File: config.mk
export PLATFORM = sky130hd
export DESIGN_NAME = jc_block_nested
export DESIGN_NICKNAME = d
export VERILOG_FILES = /design/src/rtl/jc_block_nested.sv
export SDC_FILE = /design/constraint.sdc
export NUM_CORES = 1
export LEC_CHECK = 0
export CORE_MARGIN = 2
export CORE_UTILIZATION = 30
export CTS_CLUSTER_SIZE = 40
export DETAILED_ROUTE_END_ITERATION = 10
export PLACE_DENSITY_LB_ADDON = 0.08
export SLEW_MARGIN = 10
export SYNTH_ARGS = -nofsm -noshare
export SYNTH_HDL_FRONTEND = slang
export SYNTH_SLANG_ARGS = --single-unit
File: constraint.sdc
create_clock -name clk -period 5.2 [get_ports clk]
set_input_delay 1.04 -clock clk [delete_from_list [all_inputs] [get_ports clk]]
set_output_delay 1.04 -clock clk [all_outputs]
set_load 0.03 [all_outputs]
File: src/rtl/jc_block_nested.sv
// rtl/jc_block_nested.sv - jump-control unit with nested prioritised interrupts
// Drives the PC mux for jumps/RET and vectors to handlers through a hardware return stack.
module jc_block_nested #(
  parameter int ADDR_W = 16,
  parameter int NUM_IRQ = 4,
  parameter int STACK_DEPTH = 4,
  parameter logic [ADDR_W-1:0] VEC_BASE = 'hF000,
  parameter logic [ADDR_W-1:0] VEC_STRIDE = 'h0010
) (
  input  logic                               clk,
  input  logic                               reset,
  input  logic [ADDR_W-1:0]                  jmp_address_pm,
  input  logic [ADDR_W-1:0]                  current_address,
  input  logic [5:0]                         op,
  input  logic [1:0]                         flag_ex,
  input  logic [NUM_IRQ-1:0]                 irq,
  input  logic                               irq_en,
  output logic [ADDR_W-1:0]                  jmp_loc,
  output logic                               pc_mux_sel,
  output logic [NUM_IRQ-1:0]                 irq_ack,
  output logic [1:0]                         flag_restore,
  output logic                               flag_restore_vld,
  output logic                               stack_full,
  output logic                               stack_err,
  output logic [$clog2(STACK_DEPTH+1)-1:0]   depth
);

  localparam int DW = $clog2(STACK_DEPTH+1);
  localparam int AW = (STACK_DEPTH > 1) ? $clog2(STACK_DEPTH) : 1;
  localparam int CW = (NUM_IRQ > 1) ? $clog2(NUM_IRQ) : 1;
  localparam logic [DW-1:0] SP_FULL = DW'(STACK_DEPTH);

  localparam logic [1:0] IDLE       = 2'd0;
  localparam logic [1:0] VECTOR     = 2'd1;
  localparam logic [1:0] SAVE_FLAGS = 2'd2;

  localparam logic [5:0] OP_JMP = 6'b011000;
  localparam logic [5:0] OP_RET = 6'b010000;
  localparam logic [5:0] OP_JV  = 6'b011100;
  localparam logic [5:0] OP_JNV = 6'b011101;
  localparam logic [5:0] OP_JZ  = 6'b011110;
  localparam logic [5:0] OP_JNZ = 6'b011111;

  logic [1:0]        state;
  logic [DW-1:0]     sp;
  logic              err;
  logic [ADDR_W-1:0] stk_addr  [STACK_DEPTH];
  logic [1:0]        stk_flags [STACK_DEPTH];
  logic [CW-1:0]     stk_chan  [STACK_DEPTH];

  logic [AW-1:0]     top;
  logic [AW-1:0]     nxt;
  logic [CW-1:0]     top_chan;
  logic [CW-1:0]     win_chan;
  logic              win_found;
  logic              empty;
  logic              accept;

  assign top      = AW'(sp - 1'b1);
  assign nxt      = AW'(sp);
  assign empty    = (sp == '0);
  assign top_chan = stk_chan[top];

  // Only a strictly higher-priority line than the active handler may preempt it.
  always_comb begin
    win_found = 1'b0;
    win_chan  = '0;
    for (int k = 0; k < NUM_IRQ; k++) begin
      if (!win_found && irq[k] && (empty || k < int'(top_chan))) begin
        win_found = 1'b1;
        win_chan  = CW'(k);
      end
    end
  end

  assign accept = (state == IDLE) && irq_en && (op != OP_RET) && (sp != SP_FULL) && win_found;

  always_ff @(posedge clk or posedge reset) begin
    if (reset) begin
      state <= IDLE;
      sp    <= '0;
      err   <= 1'b0;
    end else begin
      case (state)
        IDLE: begin
          if (op == OP_RET) begin
            if (empty) err <= 1'b1;
            else       sp  <= sp - 1'b1;
          end else if (accept) begin
            sp    <= sp + 1'b1;
            state <= VECTOR;
          end
        end
        VECTOR:  state <= SAVE_FLAGS;
        default: state <= IDLE;
      endcase
    end
  end

  // Stack contents need no reset; sp alone defines what is live.
  always_ff @(posedge clk) begin
    if (!reset && accept) begin
      stk_addr[nxt] <= current_address + 1'b1;
      stk_chan[nxt] <= win_chan;
    end
    if (!reset && state == SAVE_FLAGS) stk_flags[top] <= flag_ex;
  end

  always_comb begin
    pc_mux_sel       = 1'b0;
    jmp_loc          = '0;
    irq_ack          = '0;
    flag_restore     = 2'b00;
    flag_restore_vld = 1'b0;
    if (!reset) begin
      case (state)
        IDLE: begin
          jmp_loc = jmp_address_pm;
          case (op)
            OP_JMP: pc_mux_sel = 1'b1;
            OP_JV:  pc_mux_sel = flag_ex[0];
            OP_JNV: pc_mux_sel = !flag_ex[0];
            OP_JZ:  pc_mux_sel = flag_ex[1];
            OP_JNZ: pc_mux_sel = !flag_ex[1];
            OP_RET: begin
              if (!empty) begin
                pc_mux_sel       = 1'b1;
                jmp_loc          = stk_addr[top];
                flag_restore     = stk_flags[top];
                flag_restore_vld = 1'b1;
              end
            end
            default: ;
          endcase
        end
        VECTOR: begin
          pc_mux_sel        = 1'b1;
          jmp_loc           = VEC_BASE + VEC_STRIDE * ADDR_W'(top_chan);
          irq_ack[top_chan] = 1'b1;
        end
        default: ;
      endcase
    end
  end

  assign stack_full = !reset && (sp == SP_FULL);
  assign stack_err  = !reset && err;
  assign depth      = reset ? '0 : sp;

endmodule

# After elaboration in Yosys (flattened, before gate mapping)
# Memories as Yosys holds them, arrays and structs flattened.
# Cells that the tools add are included.
[classes]
order_cmp = 5
mux = 37
eq_ne = 14
reduce_logical = 31
n_addsub = 4
[op_table]
columns = ["cell", "count"]
rows = [
  ["$mux W16", 3],
  ["$eq A6 B5 Y1 const B", 6],
  ["$pmux W16 S2", 1],
  ["$add A16 B1 Y16 const B", 1],
  ["$logic_and A1 B1 Y1", 16],
  ["$mux W2", 8],
  ["$mux W1", 15],
  ["$add A13 B7 Y14 const A", 1],
  ["$mux W3", 4],
  ["$mux W4", 2],
  ["$logic_not A1 Y1", 6],
  ["$ne A2 B2 Y1 const B", 3],
  ["$ne A6 B5 Y1 const B", 1],
  ["$pmux W1 S6", 1],
  ["$reduce_and A3 Y1", 2],
  ["$lt A1 B2 Y1 const A", 2],
  ["$pmux W2 S2", 1],
  ["$add A3 B1 Y3 const B", 1],
  ["$eq A3 B3 Y1 const B", 1],
  ["$logic_not A3 Y1", 1],
  ["$logic_or A1 B1 Y1", 3],
  ["$lt A2 B3 Y1 const B", 1],
  ["$ne A3 B3 Y1 const B", 1],
  ["$sub A3 B1 Y3 const B", 1],
  ["other kinds (9)", 9],
]
[word_totals]
inputBits = 47
out_inout_bits = 29
mem_bits_rw = 80
word_cells = 97
memories = 3
reg_bits = 6
[mem_list]
columns = ["memory", "depth", "width", "rd", "rd_ports_with_merged_regs", "write_ports", "line_no", "source"]
rows = [
  ["stk_addr", 4, 16, 1, 0, 1, "47", "logic [ADDR_W-1:0] stk_addr [STACK_DEPTH];"],
  ["stk_chan", 4, 2, 1, 0, 1, "49", "logic [CW-1:0] stk_chan [STACK_DEPTH];"],
  ["stk_flags", 4, 2, 1, 0, 1, "48", "logic [1:0] stk_flags [STACK_DEPTH];"],
]

# Logic depth before layout (Yosys ltp)
# Gate-level depths: netlist (run 1).
# An unclocked memory read counts as a cell.
[logic_depth]
word_depth = 22
ltp_mapped = 9
ltp_nobuf = 8

# Least setup slack after synthesis (run 1)
# No wires, ideal clock.
[synth_timing]
kind = "in2out"
from = "in op[4]"
to = "out flag_restore[0]"
setup_slack_ns = 1.412
arrival_time_ns = 2.748
required_time_ns = 4.160
path_buffers = 1
cell_stages = 6
cell_sequence = "nor2b_1 -> nand3_1 -> or2_2 -> buf_2 -> nor2_1 -> and2_1"
[synth_via]
elab_chain_cells = 4
[synth_lines]
columns = ["item", "line_no", "source"]
rows = [
  ["start, declared", "14", "input logic [5:0] op,"],
  ["$eq A6 B5 Y1", "119", "case (op)"],
  ["$mux W2", "119", ""],
  ["$mux W2", "116", "case (state)"],
  ["$mux W2", "115", "if (!reset) begin"],
  ["end, declared", "21", "output logic [1:0] flag_restore,"],
]
# No other way between the ends.

# Worst setup path after layout (run 1)
# Same ends and word-level chain as after synthesis.

==> results.txt, run 1 <==
----------------------------------------------------
[Worst setup path]
  Maximum fanout along the worst path ... 18
  Critical path endpoint category ... output port
  Reg2reg setup slack ... 1.76 ns
  Worst reg-to-reg path cell count ... 9
  Endpoint required time on the critical path ... between 4 and 5 ns
  Element type at the critical path start ... input port
  Type of the worst setup path ... in -> out
  CP Data Arrival Time ... 3.31 ns

[Route]
  Wire length per cell ... 17.49 um
  Initial drt markers ... roughly 110
  DRC viols ... 0
  Vias ... 2653
  Antenna-violating nets left ... 0
  Vias per cell ... 4.729
  Pre-Repair DR Iteration Count ... 4
  Post-detailed-routing wire length ... 9810 um

[Timing]
  Clock tree skew after final layout ... 0.009072 ns
  Final setup violation count ... 0
  Total Neg Setup Slack ... 0 ns
  Final hold violation count ... 0
  Tightest slew margin relative to the limit ... 58.99%
  Final worst path period need ... around 4.4 ns
  Measured slew at the worst slew-check pin ... 0.6152 ns
  Max-slew violations ... 0
  Setup repair after global routing missed its margin ... false
  Final Cycle Share ... 83.69%
  Maximum clock rate ... about 230 MHz

[Synthesis]
  Proportion of netlist area held by the largest area contributor ... 57.87%
  Synthesized area divided by synthesized cell count ... 13.84 um^2
  Number of enable-type register cells in the synthesized netlist ... 80
  Count of yosys warnings during synthesis ... 0
  Leading cell types by total area after synthesis ... edfxtp_1 58%, mux4_2 10%, nand2_1 3.9%
  Flip-flop and latch count after synthesis ... between 80 and 90
  Synth Net Count ... roughly 360
  Sequential-to-total area share from yosys stat ... 61.48%
  Flip-flop cell with the highest count after synthesis ... edfxtp_1
  Cell Area, Synth ... 4151 um^2
  Post-synth cell types ... 40
  Ys async rst share ... approximately 7.0%
  Post-Synthesis Cells ... 300
  Cell type contributing the most total cell area after synthesis ... edfxtp_1

[Finish]
  Sequential cell area ... between 2000 and 3000 um^2
  Fraction of layout cells with a size suffix above 1 ... between 10% and 20%
  Synthesis-to-layout area growth ... 31.56%
  Net count of the finished layout ... 437
  Number of antenna repair diodes ... 0
  Multi-input gate area ... approximately 1500 um^2
  Total of fill cells in the finished design ... 1268
  Final standard cell area without fillers ... 5461 um^2
  Layout Utilization ... 40.76%

[Floorplanning]
  Die Span X ... 121.6 um
  Core region area ... 13400 um^2
  Die Height ... 121.6 um
  Number of primary I/O pins ... 76
  Area of the die ... 14800 um^2
  Effective utilization at floorplan ... 30.98%
  Row Count ... 42

[Clocking]
  Max Buffers Root-to-Sink ... 2
  Clock H-tree levels ... 3
  Total clock sinks ... 86
  TritonCTS clock tree ... done
  CTS Hold Bufs ... 0
  Total setup buffers inserted after CTS ... 0
  Post-CTS clock slew at the launch and capture registers of the worst setup and hold paths ... around 0.060 ns
  Cell chosen for the clock root ... clkbuf_16
  Skew-Pair Late Insertion Delay ... 0.34 ns
  Resized Gates After CTS ... 0
  Number of clock buffers inserted by TritonCTS ... 9

[Pwr]
  Static leakage ... around 1.9 nW
  Max VDD drop ... 0.0001595 V
  Areal power density over the cells ... 466.8 nW/um^2

[GRT]
  Total congestion overflow after global routing ... 0
  Overall fraction of global-route tracks in use ... roughly 14%
  Global-route wire length before repair ... 15510 um
  Pin count of the biggest net entering global routing ... 26
  Number of global-route vias before repair ... around 2900
  Initial antenna violation count ... 0

[Run]
  Maximum capacitance violations ... 0

[Placement]
  Port Buffers ... 75
  Placement Cell Area ... 5156 um^2
  Placer congestion estimate ... 0.7241
  DPL Wire Length ... 6611 um

[Min path]
  Path type of the worst min-delay path ... reg -> reg
  Worst hold path stage count ... 1

[Run status]
  Result of the run ... completed

----------------------------------------------------
critical path: stages:
cell             delay (ns)
clkdlybuf4s50_1        0.44
nor2b_1                0.18
nand3_1                0.11
or2_2                  0.48
nor2_1                 0.22
and2_1                 0.16
clkdlybuf4s50_1        0.66
flip-flops by register name, indices dropped and copies added (netlist names):
register,cells
state,2
sp,3
stk_flags,8
stk_chan,8
err,1
stk_addr,64
cell usage in the layout (no fill, tap or decap), types with 2 or more instances in the layout:
cell and instances:
nor2_1 20, nand4_1 3, nor2b_1 3, nor3b_2 4
a31oi_1 5, buf_4 11, nand3_1 10, a21oi_1 13
or2_2 3, or3_1 3, edfxtp_1 80, xnor2_1 12
a311oi_1 2, and4_1 2, xor2_1 5, inv_1 10
o21ai_0 4, mux4_2 19, buf_12 2, clkdlybuf4s50_1 71
nand2_1 43, mux2_2 3, clkbuf_1 2, ha_1 9
nor4_1 4, mux2i_1 2, and3_1 3, dfrtp_1 6
clkbuf_16 9, bufinv_16 2, and2_1 7
Yosys cell counts (4+ instances only):
| cell | n |
|---|---|
| xnor2_1 | 12 |
| nor4_1 | 4 |
| mux4_2 | 19 |
| dfrtp_1 | 6 |
| and2_1 | 7 |
| a31oi_1 | 5 |
| xor2_1 | 5 |
| nor2_1 | 20 |
| inv_1 | 10 |
| edfxtp_1 | 80 |
| nor3b_1 | 5 |
| nand3_1 | 10 |
| buf_2 | 4 |
| ha_1 | 9 |
| a21oi_1 | 13 |
| o21ai_0 | 4 |
| clkbuf_1 | 7 |
| nand2_1 | 43 |
metrics by stage:
step	std cells	power, W	setup slack, ns	hold WS, ns
6_report	561	0.002550	0.8481	0.4529
5_1_grt	561	0.002699	0.6713	0.4943
4_1_cts	561	0.002594	0.8282	0.4551
3_5_place_dp	546	0.001927	0.8380	0.4413
3_3_place_gp	546	0.001925	0.8627	0.4373
2_1_floorplan	300	0.001590	1.412	0.4202
path summary, 6_finish.rpt:
kind,end,startpoint
max,flag_restore[0],op[4]
min,err,err
max reg2reg,stk_chan[3][1],sp[1]
min reg2reg,err,err
max in group asynchronous,sp[2],reset
min in group asynchronous,state[0],reset
cell type report:
cell class / count / share of cell area [%]
flip-flops and latches: 86 / 46.74
well taps: 176 / 4.032
multi-input cells: 190 / 27.70
repair buffers: 84 / 15.26
inverters: 10 / 0.6873
clock inverters: 4 / 1.329
clock buffers: 11 / 4.261
per-layer routing:
layer | track usage, % | vias to the layer above | wire length [um]
met5 | 0 | - | 0
met4 | 3.664 | 0 | 114
met3 | 4.401 | 9 | 406
met2 | 24.05 | 50 | 4837
met1 | 18.03 | 1315 | 4452
li1 | - | 1279 | -
where the power goes:
group / switching (W) / total [W] / internal (W)
registers: 0.0000439 / 0.000879 / 0.000835
clock network: 0.000244 / 0.000661 / 0.000417
logic: 0.000561 / 0.00101 / 0.000448
cell families (layout without fill, tap and decap cells):
group,after synthesis,in the layout,share of synthesized area (%)
compound gates,31,31,5.395
xor+xnor,17,17,3.586
fa+ha+maj,9,9,2.713
buf+inv,24,109,2.562
flops,86,86,61.48
mux,24,24,11.60
simple gates,109,109,12.66
Power figures use the tool's default switching activity.
==> inputs of run 2 (changes only) <==
- clock period: 5.2 -> 4 ns (I/O delays scaled with it)
==> results.txt, run 2 (synthesized netlist as in run 1, its figures left out) <==
----------------------------------------------------
[Run status]
  Result of the run ... completed

[Worst setup path]
  Reg2reg start ... sp[1]
  Element type at the critical path start ... input port
  Worst reg-to-reg path cell count ... 9 (unchanged)
  Reg2reg setup slack ... 0.85 ns (-0.91 ns)
  Maximum fanout along the worst path ... 3 (-15)
  Delay of the slowest critical-path stage ... 0.67 ns (about the same)
  Endpoint of the most critical register-to-register path ... stk_addr[0][2]
  Timing endpoint of the critical path ... flag_restore[0]
  Setup crit start ... op[4]
  Endpoint required time on the critical path ... 3.20 ns (-0.96 ns)
  CP Data Arrival Time ... 2.80 ns (-0.51 ns)
  Crit path cell chain ... clkdlybuf4s50_1 > nor2b_1 > nand3_1 > or2_2 > nor2_1 > and2_1 > clkdlybuf4s50_1
  Most common cell on crit path ... clkdlybuf4s50_1
  Cell with the largest stage delay on the worst path ... clkdlybuf4s50_1
  Type of the worst setup path ... in -> out
  Critical path endpoint category ... output port

[GRT]
  Overall fraction of global-route tracks in use ... 13.75% (-0.55 points)
  Pin count of the biggest net entering global routing ... 26 (unchanged)
  Number of global-route vias before repair ... 2682 (-6.3%)
  Total congestion overflow after global routing ... 0 (unchanged)
  Global-route wire length before repair ... 14840 um (-4.3%)
  Initial antenna violation count ... 0 (unchanged)

[Clocking]
  Max Buffers Root-to-Sink ... 2 (unchanged)
  CTS Hold Bufs ... 0 (unchanged)
  Cell chosen for the clock root ... clkbuf_16
  Clock H-tree levels ... 3 (unchanged)
  Total setup buffers inserted after CTS ... 0 (unchanged)
  TritonCTS clock tree ... done
  Resized Gates After CTS ... 0 (unchanged)
  Post-CTS clock slew at the launch and capture registers of the worst setup and hold paths ... 0.06 ns (about the same)
  Number of clock buffers inserted by TritonCTS ... 9 (unchanged)
  Total clock sinks ... 86 (unchanged)
  Skew-Pair Late Insertion Delay ... 0.33 ns (about the same)

[Route]
  Vias per cell ... 4.689 (-0.85%)
  Post-detailed-routing wire length ... 9700 um (-1.1%)
  DRC viols ... 0 (unchanged)
  Pre-Repair DR Iteration Count ... 7 (+3)
  Vias ... 2654 (+0.038%)
  Antenna-violating nets left ... 0 (unchanged)
  Wire length per cell ... 17.14 um (-2.0%)
  Initial drt markers ... 168 (+47%)

[Pwr]
  Areal power density over the cells ... 601.6 nW/um^2 (+29%)
  Static leakage ... 1.935 nW (+2.9%)
  Max VDD drop ... 0.0002577 V (+62%)

[Floorplanning]
  Row Count ... 42 (unchanged)
  Effective utilization at floorplan ... 30.98% (unchanged)
  Core region area ... 13400 um^2 (unchanged)
  Die Height ... 121.6 um (unchanged)
  Area of the die ... 14800 um^2 (unchanged)
  Die Span X ... 121.6 um (unchanged)
  Number of primary I/O pins ... 76 (unchanged)

[Timing]
  Measured slew at the worst slew-check pin ... 0.4736 ns (-0.1415 ns)
  Final Cycle Share ... 90.04%
  Final hold violation count ... 0 (unchanged)
  Maximum clock rate ... approximately 280 MHz
  Max-slew violations ... 0 (unchanged)
  Setup repair after global routing missed its margin ... false
  Total Neg Setup Slack ... 0 ns (unchanged)
  Tightest slew margin relative to the limit ... 68.13% (+9.1 points)
  Clock tree skew after final layout ... 0.01005 ns (+0.0009747 ns)
  Setup ws final ... 0.3983 ns (-0.4499 ns)
  Final worst path period need ... 3.602 ns
  Final setup violation count ... 0 (unchanged)

[Placement]
  Port Buffers ... 75 (unchanged)
  DP Worst Slack ... 0.3852 ns (-0.4528 ns)
  DPL Wire Length ... 6751 um (+2.1%)
  Placer congestion estimate ... 0.7039 (-2.8%)

[Finish]
  Most frequent cells in the layout ... 80 x edfxtp_1, 52 x clkdlybuf4s50_1, 43 x nand2_1
  Most common library cell in the layout ignoring fill and taps ... edfxtp_1
  Net count of the finished layout ... 441 (+0.92%)
  Number of antenna repair diodes ... 0 (unchanged)
  Fraction of layout cells with a size suffix above 1 ... 21.79% (+6.5 points)
  Registers with the highest flip-flop counts ... stk_addr: 64 flops, stk_chan: 8 flops, stk_flags: 8 flops
  Total of fill cells in the finished design ... 1272 (+0.32%)
  Synthesis-to-layout area growth ... 31.40%
  Most flop-heavy register ... stk_addr
  Number of flip-flops under the largest register name ... 64 (unchanged)

[Run]
  Maximum capacitance violations ... 0 (unchanged)

[Min path]
  Path type of the worst min-delay path ... reg -> reg

----------------------------------------------------
[run 2: layer usage]
layer	part of all wire [%]	global-route usage, %
met1	47	18.25
met2	49	22.82
met3	3.4	2.996
met4	0.53	3.879
met5	0	0
[run 2: final cells by class]
class / instances / area, um^2 / share of cell area, %
multi-input cells: 190 / 1513 / 27.73
inverters: 10 / 37.54 / 0.6881
clock inverters: 7 / 78.83 / 1.445
flip-flops and latches: 86 / 2552 / 46.79
well taps: 176 / 220.2 / 4.037
clock buffers: 9 / 225.2 / 4.128
repair buffers: 88 / 828.3 / 15.18
[run 2: worst min path at each step]
stage	startpoint	end	slack, ns	cells after the start
global placement	err	err	0.44	1
global route	err	err	0.48	1
finish	err	err	0.45	1
CTS	err	err	0.46	1
floorplan	err	err	0.42	1
detailed placement	err	err	0.44	1
[run 2: report_power, final]
group          total [W]  internal, W  switching [W]
Clock           0.000833     0.000492       0.000340
Sequential       0.00114      0.00109      0.0000580
Combinational    0.00131     0.000576       0.000730
Total            0.00328      0.00215        0.00113
[run 2: worst max-delay path: cells and delay by family]
family / cells / cell delay [ns]
buffers and inverters: 2 / 1.11
AND/OR/NAND/NOR: 5 / 0.88
[run 2: metrics by stage]
| step | std cells | power, W | hold slack (ns) | utilization, % | instance area (um^2) |
|---|---|---|---|---|---|
| 3_5_place_dp | 550 | 0.002489 | 0.4434 | 38.44 | 5151 |
| 5_1_grt | 566 | 0.003473 | 0.4843 | 40.71 | 5455 |
| 2_1_floorplan | 300 | 0.002067 | 0.4202 | - | 4151 |
| 6_report | 566 | 0.003282 | 0.4529 | 40.71 | 5455 |
| 4_1_cts | 566 | 0.003340 | 0.4589 | 40.71 | 5455 |
| 3_3_place_gp | 550 | 0.002489 | 0.4371 | 38.44 | 5151 |
==> inputs of run 3 (changes only) <==
- GPL_TIMING_DRIVEN: default -> 0
- SETUP_SLACK_MARGIN: default -> 0.05
==> results.txt, run 3 (synthesized netlist as in run 1, its figures left out) <==
----------------------------------------------------
[Clocking]
  Post-CTS clock slew at the launch and capture registers of the worst setup and hold paths ... 0.07 ns (about the same)
  Clock H-tree levels ... 3 (unchanged)
  Skew-Pair Late Insertion Delay ... 0.34 ns (about the same)
  Max Buffers Root-to-Sink ... 2 (unchanged)
  CTS Hold Bufs ... 0 (unchanged)
  TritonCTS clock tree ... done
  Total setup buffers inserted after CTS ... 0 (unchanged)
  Total clock sinks ... 86 (unchanged)
  Cell chosen for the clock root ... clkbuf_16
  Number of clock buffers inserted by TritonCTS ... 9 (unchanged)

[Timing]
  Setup ws final ... 0.2363 ns (-0.1619 ns)
  Final Cycle Share ... 94.09% (+4.0 points)
  Hold slack final ... 0.4551 ns (+0.002273 ns)
  Total Neg Setup Slack ... 0 ns (unchanged)
  Max-slew violations ... 0 (unchanged)
  Measured slew at the worst slew-check pin ... 0.8293 ns (+0.3556 ns)
  Setup repair after global routing missed its margin ... false
  Final hold violation count ... 0 (unchanged)
  Maximum clock rate ... 265.7 MHz (-4.3%)
  Final setup violation count ... 0 (unchanged)
  Clock tree skew after final layout ... 0.01248 ns (+0.002432 ns)
  Final worst path period need ... 3.764 ns (+0.1619 ns)
  Tightest slew margin relative to the limit ... 44.47% (-24 points)

[Route]
  Initial drt markers ... 141 (-16%)
  Vias per cell ... 4.716 (+0.58%)
  Vias ... 2707 (+2.0%)
  Antenna-violating nets left ... 0 (unchanged)
  Post-detailed-routing wire length ... 10060 um (+3.7%)
  Pre-Repair DR Iteration Count ... 4 (-3)
  DRC viols ... 0 (unchanged)
  Wire length per cell ... 17.53 um (+2.3%)

[Pwr]
  Relative contribution of combinational cells to total power ... 41.5% (+1.7 points)
  Switching share of power ... 35.12% (+0.75 points)
  Fraction of power consumed by sequential logic ... 35.5% (+0.7 points)
  Areal power density over the cells ... 582.3 nW/um^2 (-3.2%)
  P_int ... 0.002074 W (-3.7%)
  Static leakage ... 2.006 nW (+3.7%)
  Max VDD drop ... 0.0002096 V (-19%)
  Clock share of power ... 23.0% (-2.4 points)
  Sw power ... 0.001122 W (-0.48%)

[Floorplanning]
  Effective utilization at floorplan ... 30.98% (unchanged)
  Die Height ... 121.6 um (unchanged)
  Die Span X ... 121.6 um (unchanged)
  Row Count ... 42 (unchanged)
  Area of the die ... 14800 um^2 (unchanged)
  Core region area ... 13400 um^2 (unchanged)
  Number of primary I/O pins ... 76 (unchanged)

[GRT]
  Overall fraction of global-route tracks in use ... 14.39% (+0.64 points)
  Total congestion overflow after global routing ... 0 (unchanged)
  Initial antenna violation count ... 0 (unchanged)
  Global-route wire length before repair ... 15660 um (+5.5%)
  Pin count of the biggest net entering global routing ... 14 (-46%)
  Number of global-route vias before repair ... 2860 (+6.6%)

[Finish]
  Number of flip-flops under the largest register name ... 64 (unchanged)
  Most frequent cells in the layout ... 80 x edfxtp_1, 54 x clkdlybuf4s50_1, 43 x nand2_1
  Registers with the highest flip-flop counts ... stk_addr: 64 flops, stk_chan: 8 flops, stk_flags: 8 flops
  Number of antenna repair diodes ... 0 (unchanged)
  Most flop-heavy register ... stk_addr
  Net count of the finished layout ... 450 (+2.0%)
  Sequential cell area ... 2554 um^2 (about the same)
  Total of fill cells in the finished design ... 1301 (+2.3%)
  Multi-input gate area ... 1533 um^2 (+1.3%)
  Layout Utilization ... 40.96% (+0.25 points)
  Synthesis-to-layout area growth ... 32.22%
  Fraction of layout cells with a size suffix above 1 ... 18.09% (-3.7 points)
  Most common library cell in the layout ignoring fill and taps ... edfxtp_1

[Worst setup path]
  Reg2reg start ... sp[0]
  Endpoint of the most critical register-to-register path ... stk_addr[0][7]
  Setup crit start ... op[4]
  Reg2reg setup slack ... 0.47 ns (-0.38 ns)
  Worst reg-to-reg path cell count ... 11 (+2)
  Critical path endpoint category ... output port
  Type of the worst setup path ... in -> out
  Endpoint required time on the critical path ... 3.20 ns (about the same)
  Maximum fanout along the worst path ... 10 (+7)
  Element type at the critical path start ... input port
  CP Data Arrival Time ... 2.96 ns (+0.16 ns)

[Placement]
  DPL Wire Length ... 7417 um (+9.9%)
  Port Buffers ... 75 (unchanged)
  DP Worst Slack ... -0.5744 ns (-0.9596 ns)
  Placer congestion estimate ... 0.7386 (+4.9%)

[Min path]
  Worst hold path startpoint ... err
  Worst hold path stage count ... 1 (unchanged)
  Endpoint of the worst hold-timing path ... err
  Path type of the worst min-delay path ... reg -> reg

[Run status]
  Result of the run ... completed

[Run]
  Maximum capacitance violations ... 0 (unchanged)

----------------------------------------------------
-- run 3: critical path, cell delays in order --
cell	delay (ns)
clkdlybuf4s50_1	0.45
nor2b_1	0.25
nand3_4	0.19
or2_2	0.31
buf_2	0.20
nor2_1	0.20
and2_1	0.14
dlygate4sd2_1	0.40
-- run 3: per-layer routing --
layer	vias up	GRT usage [%]	part of all wire, %
li1	1304	-	-
met1	1350	19.12	48
met2	47	23.49	47
met3	6	2.481	3.4
met4	0	5.819	1.2
met5	-	0	0
-- run 3: cell type report --
type	instances	share of cell area, %
buffer	14	1.459
tap	176	4.012
clock inverter	5	0.5015
inverter	10	0.6838
multi-input combinational	190	27.92
clock buffer	10	4.171
timing repair buffer	83	14.73
sequential	86	46.52
-- run 3: worst max-delay path by stage --
stage | to | slack, ns
3_5_place_dp | jmp_loc[10] | -0.57
5_1_grt | jmp_loc[1] | 0.06
2_1_floorplan | stk_addr[0][0] | 0.39
3_3_place_gp | stk_addr[3][7] | -1.64
6_report | flag_restore[0] | 0.24
4_1_cts | irq_ack[0] | 0.1
-- run 3: per-stage QoR --
step | cells | area, um^2 | power (W)
after floorplan | 300 | 4151 | 0.002067
after global placement | 551 | 5122 | 0.002505
after detailed placement | 559 | 5218 | 0.002529
after CTS | 574 | 5479 | 0.003247
after global routing | 574 | 5489 | 0.003384
final | 574 | 5489 | 0.003196
-- run 3: power groups by stage --
stage                     logic (W)  clock network (W)  registers (W)
after global placement      0.00135                  0        0.00116
after floorplan            0.000929                  0        0.00114
after global routing        0.00145           0.000788        0.00115
final                       0.00133           0.000734        0.00113
after CTS                   0.00136           0.000750        0.00114
after detailed placement    0.00138                  0        0.00115
-- run 3: what timing repair did --
item,4_1_cts,5_1_grt
resized for setup,26,19
gates cloned,0,0
hold endpoints to repair,0,0
pin swaps,0,0
endpoints found under the setup margin,21,14
